<file path="config.mk">
export PLATFORM = sky130hd
export DESIGN_NAME = baccarat_round_ctrl_flat
export DESIGN_NICKNAME = d
export VERILOG_FILES = /design/src/rtl/baccarat_round_ctrl_if.sv /design/src/rtl/baccarat_round_ctrl.sv /design/src/flat_wrapper.sv
export SDC_FILE = /design/constraint.sdc
export NUM_CORES = 1
export LEC_CHECK = 0
export ABC_AREA = 0
export CORE_MARGIN = 3
export CORE_UTILIZATION = 49
export DETAILED_ROUTE_END_ITERATION = 8
export PLACE_DENSITY = 0.85
export REMOVE_ABC_BUFFERS = 1
export SKIP_CTS_REPAIR_TIMING = 1
export SLEW_MARGIN = 20
export SYNTH_ARGS = -nofsm -noshare
export SYNTH_HDL_FRONTEND = slang
export SYNTH_SLANG_ARGS = --single-unit
</file>
<file path="constraint.sdc">
create_clock -name slow_clock -period 2.9 [get_ports slow_clock]
set_clock_uncertainty 0.15 [all_clocks]
set_input_delay 0.58 -clock slow_clock [delete_from_list [all_inputs] [get_ports slow_clock]]
set_output_delay 0.58 -clock slow_clock [all_outputs]
set_load 0.01 [all_outputs]
</file>
<file path="src/rtl/baccarat_round_ctrl_if.sv">
// Card/score datapath link: controller issues load strobes, datapath returns scores.
interface baccarat_round_ctrl_if;
    logic [3:0] pscore;
    logic [3:0] dscore;
    logic [3:0] pcard3;
    logic       load_pcard1;
    logic       load_pcard2;
    logic       load_pcard3;
    logic       load_dcard1;
    logic       load_dcard2;
    logic       load_dcard3;
    logic       clear_hands;

    modport master (
        input  pscore, dscore, pcard3,
        output load_pcard1, load_pcard2, load_pcard3,
        output load_dcard1, load_dcard2, load_dcard3, clear_hands
    );

    modport slave (
        output pscore, dscore, pcard3,
        input  load_pcard1, load_pcard2, load_pcard3,
        input  load_dcard1, load_dcard2, load_dcard3, clear_hands
    );
endinterface

</file>
<file path="src/rtl/baccarat_round_ctrl.sv">
// Multi-round baccarat dealer: deal sequencing, third-card rules, settlement,
// optional auto-restart and saturating win/tie/round tallies.
module baccarat_round_ctrl #(
    parameter int unsigned CNT_W        = 8,
    parameter int unsigned AUTO_RESTART = 0,
    parameter int unsigned HOLD_CYCLES  = 4
) (
    input  logic                  slow_clock,
    input  logic                  resetb,
    input  logic                  start,
    input  logic                  tally_clr,
    baccarat_round_ctrl_if.master dp,
    output logic                  player_win_light,
    output logic                  dealer_win_light,
    output logic                  busy,
    output logic                  round_done,
    output logic [CNT_W-1:0]      player_wins,
    output logic [CNT_W-1:0]      dealer_wins,
    output logic [CNT_W-1:0]      ties,
    output logic [CNT_W-1:0]      rounds
);

    localparam int unsigned       HOLD_W    = (HOLD_CYCLES > 1) ? $clog2(HOLD_CYCLES) : 1;
    localparam logic [HOLD_W-1:0] HOLD_LOAD = HOLD_W'(HOLD_CYCLES - 1);

    typedef enum logic [3:0] {
        S_IDLE   = 4'd0,
        S_CLEAR  = 4'd1,
        S_P1     = 4'd2,
        S_D1     = 4'd3,
        S_P2     = 4'd4,
        S_D2     = 4'd5,
        S_EVAL   = 4'd6,
        S_BANKER = 4'd7,
        S_SETTLE = 4'd8,
        S_DONE   = 4'd9
    } state_t;

    state_t            state;
    state_t            state_next;
    logic [HOLD_W-1:0] hold_cnt;
    logic              ld_p1, ld_p2, ld_p3, ld_d1, ld_d2, ld_d3, clr_hands;
    logic              lights_clr;
    logic              banker_draw;
    logic              natural_hand;
    logic              player_stands;
    logic              dealer_low;

    function automatic logic [CNT_W-1:0] sat_inc(input logic [CNT_W-1:0] v);
        return (&v) ? v : v + CNT_W'(1);
    endfunction

    assign natural_hand  = (dp.pscore >= 4'd8) || (dp.dscore >= 4'd8);
    assign player_stands = (dp.pscore >= 4'd6);
    assign dealer_low    = (dp.dscore <= 4'd5);

    // Banker third-card table, indexed by banker two-card score and player's third card
    always_comb begin
        banker_draw = 1'b0;
        case (dp.dscore)
            4'd0, 4'd1, 4'd2: banker_draw = 1'b1;
            4'd3:    banker_draw = (dp.pcard3 != 4'd8);
            4'd4:    banker_draw = (dp.pcard3 >= 4'd2) && (dp.pcard3 <= 4'd7);
            4'd5:    banker_draw = (dp.pcard3 >= 4'd4) && (dp.pcard3 <= 4'd7);
            4'd6:    banker_draw = (dp.pcard3 >= 4'd6) && (dp.pcard3 <= 4'd7);
            default: banker_draw = 1'b0;
        endcase
    end

    always_ff @(posedge slow_clock or negedge resetb) begin
        if (!resetb) state <= S_IDLE;
        else         state <= state_next;
    end

    always_comb begin
        state_next = state;
        ld_p1      = 1'b0;
        ld_p2      = 1'b0;
        ld_p3      = 1'b0;
        ld_d1      = 1'b0;
        ld_d2      = 1'b0;
        ld_d3      = 1'b0;
        clr_hands  = 1'b0;
        lights_clr = 1'b0;
        case (state)
            S_IDLE:  if (start) state_next = S_CLEAR;
            S_CLEAR: begin
                clr_hands  = 1'b1;
                lights_clr = 1'b1;
                state_next = S_P1;
            end
            S_P1: begin ld_p1 = 1'b1; state_next = S_D1; end
            S_D1: begin ld_d1 = 1'b1; state_next = S_P2; end
            S_P2: begin ld_p2 = 1'b1; state_next = S_D2; end
            S_D2: begin ld_d2 = 1'b1; state_next = S_EVAL; end
            S_EVAL: begin
                if (natural_hand) begin
                    state_next = S_SETTLE;
                end else if (player_stands) begin
                    ld_d3      = dealer_low;
                    state_next = S_SETTLE;
                end else begin
                    ld_p3      = 1'b1;
                    state_next = S_BANKER;
                end
            end
            S_BANKER: begin
                ld_d3      = banker_draw;
                state_next = S_SETTLE;
            end
            S_SETTLE: state_next = S_DONE;
            S_DONE: begin
                if (AUTO_RESTART != 0) begin
                    if (hold_cnt == '0) state_next = S_CLEAR;
                end else if (start) begin
                    state_next = S_CLEAR;
                end
            end
            default: begin
                lights_clr = 1'b1;
                state_next = S_IDLE;
            end
        endcase
    end

    assign dp.load_pcard1 = ld_p1;
    assign dp.load_pcard2 = ld_p2;
    assign dp.load_pcard3 = ld_p3;
    assign dp.load_dcard1 = ld_d1;
    assign dp.load_dcard2 = ld_d2;
    assign dp.load_dcard3 = ld_d3;
    assign dp.clear_hands = clr_hands;

    // Status flags registered from the next state so they align with the state register
    always_ff @(posedge slow_clock or negedge resetb) begin
        if (!resetb) begin
            busy       <= 1'b0;
            round_done <= 1'b0;
        end else begin
            busy       <= (state_next != S_IDLE) && (state_next != S_DONE);
            round_done <= (state_next == S_DONE);
        end
    end

    // Hold counter counts HOLD_CYCLES-1 down to 0 while in DONE
    always_ff @(posedge slow_clock or negedge resetb) begin
        if (!resetb)                                   hold_cnt <= '0;
        else if (state == S_SETTLE)                    hold_cnt <= HOLD_LOAD;
        else if ((state == S_DONE) && (hold_cnt != '0)) hold_cnt <= hold_cnt - HOLD_W'(1);
    end

    always_ff @(posedge slow_clock or negedge resetb) begin
        if (!resetb) begin
            player_win_light <= 1'b0;
            dealer_win_light <= 1'b0;
        end else if (lights_clr) begin
            player_win_light <= 1'b0;
            dealer_win_light <= 1'b0;
        end else if (state == S_SETTLE) begin
            player_win_light <= (dp.pscore >= dp.dscore);
            dealer_win_light <= (dp.dscore >= dp.pscore);
        end
    end

    // Tally clear beats a coincident settle increment
    always_ff @(posedge slow_clock or negedge resetb) begin
        if (!resetb) begin
            player_wins <= '0;
            dealer_wins <= '0;
            ties        <= '0;
            rounds      <= '0;
        end else if (tally_clr) begin
            player_wins <= '0;
            dealer_wins <= '0;
            ties        <= '0;
            rounds      <= '0;
        end else if (state == S_SETTLE) begin
            rounds <= sat_inc(rounds);
            if (dp.pscore > dp.dscore)      player_wins <= sat_inc(player_wins);
            else if (dp.dscore > dp.pscore) dealer_wins <= sat_inc(dealer_wins);
            else                            ties        <= sat_inc(ties);
        end
    end

endmodule

</file>
<file path="src/flat_wrapper.sv">
// flat-port wrapper written by rule: the top's interface ports become plain ports
module baccarat_round_ctrl_flat 
#(
    parameter int unsigned CNT_W        = 8,
    parameter int unsigned AUTO_RESTART = 0,
    parameter int unsigned HOLD_CYCLES  = 4
)
  (slow_clock, resetb, start, tally_clr, player_win_light, dealer_win_light, busy, round_done, player_wins, dealer_wins, ties, rounds, dp_pscore, dp_dscore, dp_pcard3, dp_load_pcard1, dp_load_pcard2, dp_load_pcard3, dp_load_dcard1, dp_load_dcard2, dp_load_dcard3, dp_clear_hands);
  baccarat_round_ctrl_if dp_i ();
  input  logic slow_clock;
  input  logic resetb;
  input  logic start;
  input  logic tally_clr;
  output logic player_win_light;
  output logic dealer_win_light;
  output logic busy;
  output logic round_done;
  output logic [CNT_W-1:0] player_wins;
  output logic [CNT_W-1:0] dealer_wins;
  output logic [CNT_W-1:0] ties;
  output logic [CNT_W-1:0] rounds;
  input wire logic [$bits(dp_i.pscore)-1:0] dp_pscore;
  input wire logic [$bits(dp_i.dscore)-1:0] dp_dscore;
  input wire logic [$bits(dp_i.pcard3)-1:0] dp_pcard3;
  output wire logic [$bits(dp_i.load_pcard1)-1:0] dp_load_pcard1;
  output wire logic [$bits(dp_i.load_pcard2)-1:0] dp_load_pcard2;
  output wire logic [$bits(dp_i.load_pcard3)-1:0] dp_load_pcard3;
  output wire logic [$bits(dp_i.load_dcard1)-1:0] dp_load_dcard1;
  output wire logic [$bits(dp_i.load_dcard2)-1:0] dp_load_dcard2;
  output wire logic [$bits(dp_i.load_dcard3)-1:0] dp_load_dcard3;
  output wire logic [$bits(dp_i.clear_hands)-1:0] dp_clear_hands;
  assign dp_i.pscore = dp_pscore;
  assign dp_i.dscore = dp_dscore;
  assign dp_i.pcard3 = dp_pcard3;
  assign dp_load_pcard1 = dp_i.load_pcard1;
  assign dp_load_pcard2 = dp_i.load_pcard2;
  assign dp_load_pcard3 = dp_i.load_pcard3;
  assign dp_load_dcard1 = dp_i.load_dcard1;
  assign dp_load_dcard2 = dp_i.load_dcard2;
  assign dp_load_dcard3 = dp_i.load_dcard3;
  assign dp_clear_hands = dp_i.clear_hands;
  baccarat_round_ctrl #(.CNT_W(CNT_W), .AUTO_RESTART(AUTO_RESTART), .HOLD_CYCLES(HOLD_CYCLES)) u_core (.slow_clock(slow_clock), .resetb(resetb), .start(start), .tally_clr(tally_clr), .dp(dp_i), .player_win_light(player_win_light), .dealer_win_light(dealer_win_light), .busy(busy), .round_done(round_done), .player_wins(player_wins), .dealer_wins(dealer_wins), .ties(ties), .rounds(rounds));
endmodule
</file>
==> results of run 1 <==
-- layer usage --
metal	part of all wire, %	routed length (um)	GRT usage [%]	vias to the layer above
met2	52	3070	39.2	47
met1	43	2540	28.1	1058
li1	-	-	-	1030
met3	3.5	207	4.14	9
met4	1.4	82	6.92	0
met5	0	0	0	-
-- flip-flops by register name, summed over array words and instances (netlist names) --
name and count:
u_core.busy 1, u_core.dealer_win_light 1, u_core.dealer_wins 8, u_core.player_win_light 1, u_core.player_wins 8, u_core.round_done 1
u_core.rounds 8, u_core.state 4, u_core.ties 8
-- worst max path at each step --
stage                 startpoint                     to  cells after the start
floorplan           dp_dscore[3]  u_core.dealer_wins[7]                      7
global placement    dp_pscore[3]         dp_load_dcard3                      5
detailed placement  dp_pscore[3]         dp_load_dcard3                      5
CTS                 dp_pscore[3]         dp_load_dcard3                      5
global route        dp_dscore[3]  u_core.player_wins[6]                     10
finish              dp_dscore[3]  u_core.player_wins[6]                     10
-- report_power, final --
| part | switching, W | leakage, nW | internal [W] |
|---|---|---|---|
| clock network | 0.000201 | 0.0614 | 0.000281 |
| logic | 0.000289 | 0.782 | 0.000273 |
| registers | 0.0000274 | 0.550 | 0.000608 |
-- metrics by stage --
| step | std cells | hold slack (ns) |
|---|---|---|
| finish | 374 | 0.245 |
| detailed placement | 366 | 0.316 |
| global placement | 366 | 0.308 |
| global route | 374 | 0.318 |
| CTS | 374 | 0.265 |
| floorplan | 234 | 0.134 |
-- layout by cell type, fill, tap and decap left out, types with 2 or more instances in the layout --
cell type                         Yosys  routed
sky130_fd_sc_hd__a211oi_1             7       7
sky130_fd_sc_hd__nand2_1             13      13
sky130_fd_sc_hd__dlymetal6s2s_1       0       2
sky130_fd_sc_hd__nor3_1               7       7
sky130_fd_sc_hd__nand4_1              8       8
sky130_fd_sc_hd__o21ai_0              5       5
sky130_fd_sc_hd__or3_1                3       3
sky130_fd_sc_hd__nor2_1              32      32
sky130_fd_sc_hd__clkbuf_8             0       6
sky130_fd_sc_hd__nor2b_1              2       2
sky130_fd_sc_hd__a21oi_1             12      12
sky130_fd_sc_hd__xor2_1               8       8
sky130_fd_sc_hd__xnor2_1             13      13
sky130_fd_sc_hd__and3_1               6       6
sky130_fd_sc_hd__o211ai_1             2       2
sky130_fd_sc_hd__a2111oi_4            2       2
sky130_fd_sc_hd__ha_1                 8       8
sky130_fd_sc_hd__buf_4                0      22
sky130_fd_sc_hd__inv_1               15      15
sky130_fd_sc_hd__a31o_2               3       3
sky130_fd_sc_hd__a311oi_1             2       2
sky130_fd_sc_hd__nand2b_1             3       2
sky130_fd_sc_hd__nand3_1             12      12
sky130_fd_sc_hd__dfrtp_1             40      40
sky130_fd_sc_hd__o41ai_1              2       2
sky130_fd_sc_hd__clkdlybuf4s50_1      0      55
sky130_fd_sc_hd__mux2i_1              4       4
sky130_fd_sc_hd__and2_1               2       2
-- layout make-up --
type                       count  area share (%)
clock inverter                 2            1.20
inverter                      15            1.75
multi-input combinational    179            38.3
tap                           52            2.02
timing repair buffer          80            23.1
sequential                    40            31.0
clock buffer                   6            2.56
-- worst reg2reg max path, stage by stage (launching register included) --
cell,delay [ns]
sky130_fd_sc_hd__dfrtp_1,0.38
sky130_fd_sc_hd__buf_4,0.17
sky130_fd_sc_hd__nor4b_1,0.61
sky130_fd_sc_hd__o211ai_1,0.30
sky130_fd_sc_hd__a2111oi_1,0.58
sky130_fd_sc_hd__xnor2_1,0.21
sky130_fd_sc_hd__nor2_1,0.08
-- cell families (layout without fill, tap and decap cells) --
logic type,count (synthesis),after routing,share of synthesized area (%)
and+or+nand+nor,97,97,21.2
xor gates and xnor gates,21,21,7.89
adders and majority gates,9,9,4.72
AOI/OAI and AO/OA,47,47,16.5
buffers and inverters,26,103,4.61
muxes,5,5,2.20
DFF,40,40,42.9
==> results.txt, run 1 <==
- The commonest cells after synthesis are sky130_fd_sc_hd__dfrtp_1, sky130_fd_sc_hd__nor2_1, sky130_fd_sc_hd__inv_1.
* Later-pin clock latency in the skew report: 0.30 ns
- Dividing the detail-routed wire length by the instance count gives 15.8 um.
- Total wire length after detailed routing: 5900 um
- Min-Delay Path Class: in -> async
- Count of final max-slew check failures: 0
* Setup slack of the critical path after layout: 0.0394 ns
- The tree is rooted in a sky130_fd_sc_hd__clkbuf_8.
- Critical path data arrival time: ~2.9 ns
- Filler instances: ~330
* Total buffers and inverters traversed by the critical path: 4
- Summed over all failing endpoints, the final setup total negative slack is 0 ns.
* Post-synthesis cell count: approximately 250
- Across all layers, the routed design uses 2144 vias.
- A synthesized cell averages 9.52 um2.
* Share of final-layout standard cells stronger than drive strength 1: 13.7%
* Max-cap viol count: 0
- Slowest-stage cell, CP: sky130_fd_sc_hd__a2111oi_1
- Setup violations remaining at the end of the flow were counted as 0.
- Area of the core region: 4470 um2
- 59 I/O pins were placed.
- Largest area contributor in the synthesized netlist: sky130_fd_sc_hd__dfrtp_1
- By instance count, the leading cell after synthesis is sky130_fd_sc_hd__dfrtp_1.
* Distinct cell type count of the synthesized netlist: 50
- Global routing used 22.4% of the available tracks across all layers.
- Number of synthesized flops with an enable pin: 0
- For the worst flop-to-flop path, the logic depth is 6.
* Number of sinks on the clock net: 40
- Dividing total power by cell area gives a power density of between 500 and 600 nW/um2.
* Diodes inserted: 0
- Sequential cells were found to cover 42.9% of the synthesized design area.
- For flop-to-flop paths, the worst setup slack is 0.32 ns.
* Effective utilization at floorplan: 52.1%
- Among the stages of the critical path, the cell type that occurs most often is sky130_fd_sc_hd__buf_4.
- Wire length of the first global-routing pass: 9650 um
- Rel. slew slack: 41.7%
- Detailed placer's ending HPWL: about 4300 um
- Yosys printed 0 warnings.
- In the post-synthesis netlist, the biggest area contributors are sky130_fd_sc_hd__dfrtp_1, sky130_fd_sc_hd__nor2_1, sky130_fd_sc_hd__xnor2_1, sky130_fd_sc_hd__ha_1, sky130_fd_sc_hd__xor2_1.
* Gp weighted congestion: 0.838
- The critical path goes through clkdlybuf4s50_1, buf_4, inv_1, ha_1, nand4_1, buf_4, o211ai_1, a2111oi_1, xnor2_1, nor2_1.
- Kind of start point of the critical path: input port
* Total Nets Final: ~350
- Grt ovf: 0
* Clock-pin slew reported for the worst setup and hold paths after clock tree synthesis: 0.09 ns
- Reg-to-reg startpoint: u_core.state[0]
- WP data required: 2.94 ns
- Final ANT Viol Nets: 0
- The die is 75.0 um wide.
- From synthesis to final layout, the design area changed by 38.3%.
- After routing the design area is 3230 um2.
* Worst VDD drop: 0.394 mV
- Static leakage power: approximately 1.4 nW
- Drt pass-1 iters: 4
* Portion of synthesized cell area occupied by the leading cell type: 42.9%
* Violation count after the first detailed-routing iteration: 114
- At the placement stage, the worst setup path has a slack of -0.303 ns.
- Entering global routing, the biggest net connects 41 pins.
- From bottom edge to top edge, the die measures 75.0 um.
- Using the TritonRoute via totals, the vias-per-cell ratio works out to 5.73.
- The routed design could run at a clock period as short as 2.86 ns.
* Reg-to-reg critical path endpoint: u_core.player_wins[6]
- DRC errors left: 0
- Overall power consumption after layout is estimated at 0.00168 W.
* Part of the cycle the worst path needs: between 90% and 100%
- Upper clock frequency limit: approximately 0.35 GHz
- Grouping stages by cell kind, the critical path spends the most delay in buffers and inverters.
- Hold Fails Final Rpt: 0
- Counting flops with an async set or reset pin after synthesis yields a share of 100%.
- The number of global-route vias before repair came to approximately 2100.
* End-of-flow core utilization: 72.1%
- The number of clock buffers added by TritonCTS is 5.
- Input/output buffers: 58
- The number of antenna violations at the first check in global routing was 0.
* Number of placement rows: 24
* Die footprint: 5620 um2
* Critical-path maximum fanout: 3
- Slew at the pin with the worst max-slew slack: 0.874 ns
- Slowest Stage Delay on Critical Path: roughly 0.58 ns
- Top flip-flop cell by instance count after synthesis: sky130_fd_sc_hd__dfrtp_1
* Category of the worst setup path capture point: flip-flop
- In this run the cell area of the synthesized design comes to between 2000 and 2500 um2.
- The setup path with the least slack is of type in -> reg.
* TritonCTS clock tree: built
* Run status: finished clean
- Summing all multi-input logic gate instances after layout gives 1240 um2.
- The H-tree was split into 2 levels.
- Summing all placed instances gives a cell area of around 3100 um2.
- Total of flip-flops plus latches after synthesis: 40
- The longest clock path from root to sink contains 2 buffers.
* Sequential cell area: 1000 um2
No activity file was read; power rests on OpenSTA's default activity.
==> inputs of run 2 (changes only) <==
PLACE_DENSITY = unset   (was 0.85)
PLACE_DENSITY_LB_ADDON = 0.12   (was unset)
==> run 2 against run 1 <==
Net effect:
- sequential share of layout area increased by 0.30 points
- clock-buffer cell count is 2 higher
- register-to-register slack improved by 0.12 ns
- power decreased by 6.6%
- die area unchanged
- critical path depth decreased by 5
- sequential power about the same
==> results.txt, run 2 (synthesis results as in run 1) <==
- The post-route netlist has 12.4% of its cells at a drive strength greater than 1.
- STA classifies the critical path startpoint as an input port.
- Effective utilization at floorplan: 52.1%
- In the routed design, unresolved DRC markers number 0.
* Clk root buf: sky130_fd_sc_hd__clkbuf_8
- Most frequent cells in the layout: sky130_fd_sc_hd__clkdlybuf4s50_1, sky130_fd_sc_hd__dfrtp_1, sky130_fd_sc_hd__nor2_1
- After detailed routing, the average wire length per cell comes to ~15 um.
- The final route contains between 2000 and 2500 vias.
* TritonCTS clock tree: built
- The number of placed instances, taps included, is 366.
- The first global-routing pass estimated just under 9000 um of wire.
* Grt ovf: 0
- Power spread over the standard cell area amounts to 491 nW/um2.
- Total power for the finished layout comes to ~0.0016 W.
* Gp weighted congestion: 0.822
- Number of sinks on the clock net: 40
- The number of global-route vias before repair came to 1972.
- After detailed routing, the number of vias per cell comes to 5.64.
* Later-pin clock latency in the skew report: 0.29 ns
- In this run the critical register-to-register path is launched from u_core.state[0].
* Filler instances: 356
- The pre-antenna-repair detailed-routing pass consisted of 6 iterations.
- Rel. slew slack: 41.3%
- Across every metal layer, demand over resource in global routing totals approximately 20%.
- No sink is reached through more buffers than the 2 on the longest clock path.
* Violation count after the first detailed-routing iteration: 66
- Setup violations remaining at the end of the flow were counted as 0.
* Depth of the worst register-to-register path: 6
* WP data required: 2.17 ns
* TritonCTS Buffers: 5
- Max-cap violations in this run came to 0.
- The endpoint identified for the worst register-to-register timing path is u_core.player_wins[5].
- For this design the static power due to leakage is 1.37 nW.
- The worst path in the final design needs a cycle of 2.83 ns, including I/O delays and setup.
- Die footprint: 5620 um2
* Diodes inserted: 0
- Hold Fails Final Rpt: 0
* R2R Setup Slk: ~0.44 ns
- Hold Worst Slack: 0.256 ns
- Worst VDD drop: 0.386 mV
* Commonest non-fill, non-tap cell in the layout: sky130_fd_sc_hd__clkdlybuf4s50_1
* Sequential cell area: 1000 um2
- After legalization and detailed placement, the total HPWL measured between 4000 and 5000 um.
* Final ANT Viol Nets: 0
* Total area of multi-input combinational cells: 1220 um2
- In this run the vertical extent of the chip is 75.0 um.
- Total Nets Final: roughly 350
- After clock tree synthesis, the clock-pin slew on the worst setup and hold paths is 0.07 ns.
- The finished layout holds 374 standard cells, fillers aside.
- During I/O placement, the number of pins put on the boundary was 59.
- CTS H-tree lvls: 2
* Number of placement rows: 24
- After floorplanning, the core was sized to cover approximately 4500 um2.
- For this run, the share of the core covered by cells in the final layout is a little under three quarters.
- The worst setup path is captured at an output port.
* Part of the cycle the worst path needs: 97.5%
* Setup Total Neg Slack: 0 ns
* Min-Delay Path Class: in -> async
- Unrepaired setup endpoints after global routing: false
* Antenna violations before repair: 0
- Critical path data arrival time: 2.10 ns
- Input/output buffers: 58
* Total wire length after detailed routing: around 5500 um
- The critical path in this run is classified as in -> out.
* Count of final max-slew check failures: 0
- Width of the chip: about 75 um
* Upper clock frequency limit: 0.354 GHz
- Slew at the pin with the worst max-slew slack: between 0.8 and 0.9 ns
- Run status: finished clean
- Pin count of the biggest net entering global routing: 41
- Critical-path maximum fanout: 2
* Area Overhead vs Synth: 37.0%
==> run 2: where the power goes <==
part / internal [W] / total, W / leakage [nW] / switching (W)
sequential: 0.000608 / 0.000635 / 0.550 / 0.0000268
combinational: 0.000274 / 0.000557 / 0.772 / 0.000283
clock: 0.000194 / 0.000377 / 0.0455 / 0.000183
==> run 2: worst max path at each step <==
| stage | from | end | cells after the start |
|---|---|---|---|
| 2_1_floorplan | dp_dscore[3] | u_core.dealer_wins[7] | 7 |
| 5_1_grt | dp_dscore[3] | u_core.player_wins[5] | 10 |
| 6_report | dp_pscore[3] | dp_load_dcard3 | 5 |
| 3_5_place_dp | dp_pscore[3] | dp_load_dcard3 | 5 |
| 4_1_cts | dp_pscore[3] | dp_load_dcard3 | 5 |
| 3_3_place_gp | dp_pscore[3] | dp_load_dcard3 | 5 |
==> run 2: metrics by stage <==
| stage | setup WS, ns | area (um2) |
|---|---|---|
| 2_1_floorplan | -0.158 | 2280 |
| 3_3_place_gp | -0.277 | 3100 |
| 3_5_place_dp | -0.320 | 3100 |
| 4_1_cts | -0.325 | 3190 |
| 5_1_grt | 0.00585 | 3190 |
| 6_report | 0.0714 | 3190 |
==> run 2: per-layer routing <==
metal	track usage, %	up-vias	wire, um
met4	6.92	0	97
met1	25.4	1012	2470
li1	-	1029	-
met5	0	-	0
met3	6.01	13	258
met2	34.2	57	2620
==> run 2: layout make-up <==
cell class | count | share of cell area [%]
clock buffer | 8 | 2.82
inverter | 15 | 1.76
multi-input combinational | 179 | 38.3
sequential | 40 | 31.3
timing repair buffer | 80 | 23.7
tap | 52 | 2.04
==> run 2: worst max-delay path, cell delays in order <==
cell	delay, ns
sky130_fd_sc_hd__clkdlybuf4s50_1	0.42
sky130_fd_sc_hd__or4_1	0.56
sky130_fd_sc_hd__a211o_1	0.29
sky130_fd_sc_hd__o41ai_1	0.05
sky130_fd_sc_hd__dlymetal6s2s_1	0.20
